==> config.mk <==
export PLATFORM = sky130hd
export DESIGN_NAME = eflags_commit_reg
export DESIGN_NICKNAME = d
export VERILOG_FILES = /design/src/rtl/eflags_commit_reg_pkg.sv /design/src/rtl/flag_pend_counter.sv /design/src/rtl/eflags_commit_reg.sv
export SDC_FILE = /design/constraint.sdc
export NUM_CORES = 1
export LEC_CHECK = 0
export CORE_MARGIN = 1
export CORE_UTILIZATION = 26
export DETAILED_ROUTE_END_ITERATION = 10
export PLACE_DENSITY = 0.84
export SYNTH_ARGS = -nofsm -noshare
export SYNTH_HDL_FRONTEND = slang
export SYNTH_SLANG_ARGS = --single-unit
==> constraint.sdc <==
create_clock -name clk -period 3.26 [get_ports clk]
set_clock_uncertainty 0.15 [all_clocks]
set_input_delay 0.326 -clock clk [delete_from_list [all_inputs] [get_ports clk]]
set_output_delay 0.326 -clock clk [all_outputs]
set_load 0.005 [all_outputs]
==> src/rtl/eflags_commit_reg_pkg.sv <==
// Shared EFLAGS definitions: bit positions, writable-bit mask and per-class update masks.
// Imported by the flag register, decode and ALU stages.
package eflags_commit_reg_pkg;

  localparam int unsigned FLAG_W = 32;

  localparam int unsigned OF_BIT = 11;
  localparam int unsigned DF_BIT = 10;
  localparam int unsigned SF_BIT = 7;
  localparam int unsigned ZF_BIT = 6;
  localparam int unsigned AF_BIT = 4;
  localparam int unsigned PF_BIT = 2;
  localparam int unsigned CF_BIT = 0;

  localparam logic [FLAG_W-1:0] WR_MASK    = 32'h0000_0CD5;
  localparam logic [FLAG_W-1:0] MASK_ARITH = 32'h0000_08D5;
  localparam logic [FLAG_W-1:0] MASK_LOGIC = 32'h0000_08C5;
  localparam logic [FLAG_W-1:0] MASK_INC   = 32'h0000_08D4;
  localparam logic [FLAG_W-1:0] MASK_DF    = 32'h0000_0400;

  typedef enum logic [1:0] {
    CntHold,
    CntInc,
    CntDec,
    CntClr
  } cnt_op_e;

  // Bits outside WR_MASK can never be set, whatever the caller's mask says.
  function automatic logic [FLAG_W-1:0] merge_flags(input logic [FLAG_W-1:0] cur,
                                                    input logic [FLAG_W-1:0] upd,
                                                    input logic [FLAG_W-1:0] mask);
    logic [FLAG_W-1:0] eff;
    eff = mask & WR_MASK;
    return (cur & ~eff) | (upd & eff);
  endfunction

endpackage

==> src/rtl/flag_pend_counter.sv <==
// Saturating up/down counter of in-flight flag writers with synchronous clear and
// single-cycle overflow/underflow pulses.
module flag_pend_counter
  import eflags_commit_reg_pkg::*;
#(
  parameter int unsigned PEND_W = 3
) (
  input  logic              clk,
  input  logic              reset,
  input  logic              inc,
  input  logic              dec,
  input  logic              clr,
  output logic [PEND_W-1:0] cnt,
  output logic              ovf,
  output logic              unf
);

  localparam logic [PEND_W-1:0] CNT_MAX = '1;

  logic [PEND_W-1:0] cnt_q, cnt_d;
  cnt_op_e           op;

  always_comb begin
    op = CntHold;
    if (clr) begin
      op = CntClr;
    end else if (inc && !dec) begin
      op = CntInc;
    end else if (dec && !inc) begin
      op = CntDec;
    end
  end

  // Overflow is not qualified by clr: an issue into a full counter is an error either way.
  assign ovf = inc & ~dec & (cnt_q == CNT_MAX);
  assign unf = dec & ~inc & ~clr & (cnt_q == '0);

  always_comb begin
    cnt_d = cnt_q;
    unique case (op)
      CntInc:  cnt_d = ovf ? cnt_q : cnt_q + 1'b1;
      CntDec:  cnt_d = unf ? cnt_q : cnt_q - 1'b1;
      CntClr:  cnt_d = '0;
      default: cnt_d = cnt_q;
    endcase
  end

  always_ff @(posedge clk or posedge reset) begin
    if (reset) begin
      cnt_q <= '0;
    end else begin
      cnt_q <= cnt_d;
    end
  end

  assign cnt = cnt_q;

endmodule

==> src/rtl/eflags_commit_reg.sv <==
// Architectural EFLAGS register: masked merge of writeback flags, same-cycle forwarding
// and consumer stall based on the number of in-flight flag writers.
module eflags_commit_reg
  import eflags_commit_reg_pkg::*;
#(
  parameter int unsigned       PEND_W      = 3,
  parameter logic [FLAG_W-1:0] RESET_FLAGS = 32'h0000_0000
) (
  input  logic              clk,
  input  logic              reset,
  input  logic              iss_valid,
  input  logic              wb_valid,
  input  logic [FLAG_W-1:0] wb_flags,
  input  logic [FLAG_W-1:0] wb_mask,
  input  logic              flush,
  input  logic              rd_req,
  output logic [FLAG_W-1:0] flags_out,
  output logic [FLAG_W-1:0] flags_fwd,
  output logic              rd_stall,
  output logic [PEND_W-1:0] pend_cnt,
  output logic              err
);

  logic [FLAG_W-1:0] flags_q;
  logic [FLAG_W-1:0] merged;
  logic              err_q;
  logic              ovf, unf;
  logic [PEND_W-1:0] stall_thresh;

  flag_pend_counter #(
    .PEND_W(PEND_W)
  ) u_pend (
    .clk  (clk),
    .reset(reset),
    .inc  (iss_valid),
    .dec  (wb_valid),
    .clr  (flush),
    .cnt  (pend_cnt),
    .ovf  (ovf),
    .unf  (unf)
  );

  assign merged = merge_flags(flags_q, wb_flags, wb_mask);

  // A writeback in a flush cycle is older than the flush, so it still commits.
  always_ff @(posedge clk or posedge reset) begin
    if (reset) begin
      flags_q <= RESET_FLAGS & WR_MASK;
      err_q   <= 1'b0;
    end else begin
      if (wb_valid) begin
        flags_q <= merged;
      end
      err_q <= err_q | ovf | unf;
    end
  end

  assign flags_out = flags_q;
  assign flags_fwd = wb_valid ? merged : flags_q;
  assign err       = err_q;

  // The writer committing this cycle is covered by forwarding, so it does not block.
  assign stall_thresh = PEND_W'(wb_valid);
  assign rd_stall     = rd_req & (pend_cnt > stall_thresh);

endmodule

==> flow_summary.yaml <==
floorplan:
  chipHeight_um: 63.5
  num_rows: 21
  start_util_pct: 28.4
  die_width_um: 63.5
  core_area_mm2: 0.00347
  die_area_mm2: 0.00404
  ios: 139
placement:
  dp.cells: 186
  pre_cts_slack_ns: 0.650
  place_hpwl_um: 1390
  gp_congestion: 0.711
  numPortBuffers: 38
  dpl-instance-area_mm2: 0.00121
worst_setup_path:
  startpoint_type: "primary input"
  arrival_ns: 2.09
  critPathMaxFanout: 11
  critPathCaptureType: "output pin"
  worstSetupPathType: "in -> out"
  rr_worst_depth: 6
  worstPathRequired_ns: 2.78
synthesis:
  ys_types: 24
  synth_seq_cells: 11
  synth_area_um2: 985
  ys_warn_count: 0
  postSynthCellCount: 105
  avgSynthCellArea_um2: 9.38
  synth-seq-area-share_pct: 28.0
power_and_ir_drop:
  power_leakage_nw: 0.596
  p_per_area_mw_per_mm2: 370
  ir_worst_vdd_mv: 0.260
  power_mw: 0.464
timing:
  fmax_mhz: 390
  setup_tns_ns: 0
  finalCritPeriodShare_pct: 78.6
  finalMaxSlewViolations: 0
  rsz0062_at_grt: "false"
  hold_viol: 0
  period_minus_slack_ns: 2.56
  finalWorstSetupSlack_ns: 0.699
  finalHoldWorstSlack_ns: 0.231
  finalSetupViolCount: 0
global_route:
  grtUsageTotal_pct: 8.17
  grt_pass1_wl_um: 2500
  antenna_found_initial: 0
  grt_overflow: 0
  grt_pass1_vias: 566
  grt_max_degree: 12
layout:
  final_area_mm2: 0.00125
  area_growth_pct: 27.3
  final_util_pct: 36.1
  multi_input_area_um2: 484
  nFillCells: 370
  layout-drive-gt1-share_pct: 9.72
  fin_cells: 190
  nNetsFinal: 217
  num_antenna_cells: 0
  seqCellArea_um2: 275
clocking:
  cts_resized: 0
  holdBufCountCts: 0
  cts_tree: "built"
  clk_pin_slew_ns: 0.05
  cts_made_buffers: 3
  clkLatencyLatePin_ns: 0.24
  htreeDepth: 1
  cts_buffer_depth: 2
  cts_setup_buffers: 0
  clkSinkCount: 11
  clockRootBuffer: "clkbuf_8"
run:
  max_cap_viol_count: 0
routing:
  drc: 0
  drt_iter0_markers: 10
  viasPerCell: 3.46
  wire_per_inst_um: 8.64
  ant_nets: 0
  vias: 658
  dr.pass1.iters: 4
  wl_um: 1640
run_status:
  outcome: "completed"
min_path:
  hold_class: "in -> async"
## area by class of cell
type,instances,share of cell area (%)
Sequential cell,11,22.0
Timing Repair Buffer,38,30.3
Clock buffer,4,3.59
Inverter,3,0.898
Multi-Input combinational cell,88,38.6
Tap cell,46,4.59
## Yosys cell counts, drive strengths merged
| cell | instances | area share, % |
|---|---|---|
| a21oi | 2 | 1.0 |
| buf | 52 | 40 |
| conb | 1 | 0.38 |
| xor2 | 1 | 0.89 |
| mux2i | 1 | 1.0 |
| nand3 | 2 | 1.0 |
| inv | 3 | 1.1 |
| mux2 | 8 | 9.5 |
| o22ai | 1 | 1.3 |
| nor3b | 1 | 1.9 |
| nand2b | 2 | 1.3 |
| and3 | 1 | 0.64 |
| nor4 | 1 | 1.3 |
| xnor2 | 1 | 0.89 |
| nor3 | 1 | 0.51 |
| a21o | 1 | 0.76 |
| nor2 | 4 | 1.5 |
| o31a | 1 | 0.89 |
| o21ai | 1 | 0.51 |
| dfrtp | 11 | 28 |
| nand2 | 7 | 2.7 |
| ha | 2 | 2.5 |
## registers in the layout, summed over array words and instances (netlist names)
name        cells
u_pend.cnt      3
flags_out       7
err             1
## cell families (layout without fill, tap and decap cells)
kind of cell	after synthesis	after routing	share of synthesized area [%]
multiplexers	9	9	10.5
adder cells (fa/ha/maj)	2	2	2.54
buffers and inverters	55	45	41.5
AO/OA/AOI/OAI	6	6	4.45
AND/OR/NAND/NOR	19	19	10.8
flip-flops	11	11	28.0
other	1	50	0.381
XOR/XNOR	2	2	1.78
## where the power goes
part           switching, mW  internal [mW]
clock network         0.0491         0.0857
registers             0.0151          0.154
logic                 0.0595          0.101
total                  0.124          0.341
## path summary, 6_finish.rpt
| path | end | slack (ns) | start |
|---|---|---|---|
| worst max register to register | u_pend.cnt[2] | 1.59 | u_pend.cnt[1] |
| worst max-delay path | rd_stall | 0.70 | wb_valid |
| worst min register to register | err | 0.36 | err |
| max in group asynchronous | flags_out[10] | 2.43 | reset |
| min in group clk | err | 0.36 | err |
| worst min-delay path | flags_out[0] | 0.23 | reset |
## placed cells by master (no fill, tap or decap), drive strengths merged, types with 2 or more instances in the layout
| cell type | count |
|---|---|
| clkbuf | 4 |
| nand2 | 7 |
| dfrtp | 11 |
| inv | 3 |
| nand3 | 2 |
| nor2 | 4 |
| ha | 2 |
| a21oi | 2 |
| clkdlybuf4s50 | 38 |
| mux2 | 8 |
| nand2b | 2 |
| conb | 50 |
## worst max-delay path, stage by stage
cell             delay (ns)
clkdlybuf4s50_1        0.73
ha_1                   0.31
nor2_1                 0.10
o31a_1                 0.12
clkdlybuf4s50_1        0.50
## routing by layer
| layer | track usage [%] | share of wire (%) |
|---|---|---|
| met5 | 0 | 0 |
| met2 | 13.3 | 49 |
| met3 | 2.72 | 11 |
| met1 | 9.07 | 38 |
| met4 | 5.11 | 2.4 |
Note: power is estimated with default switching activity, not from simulation.
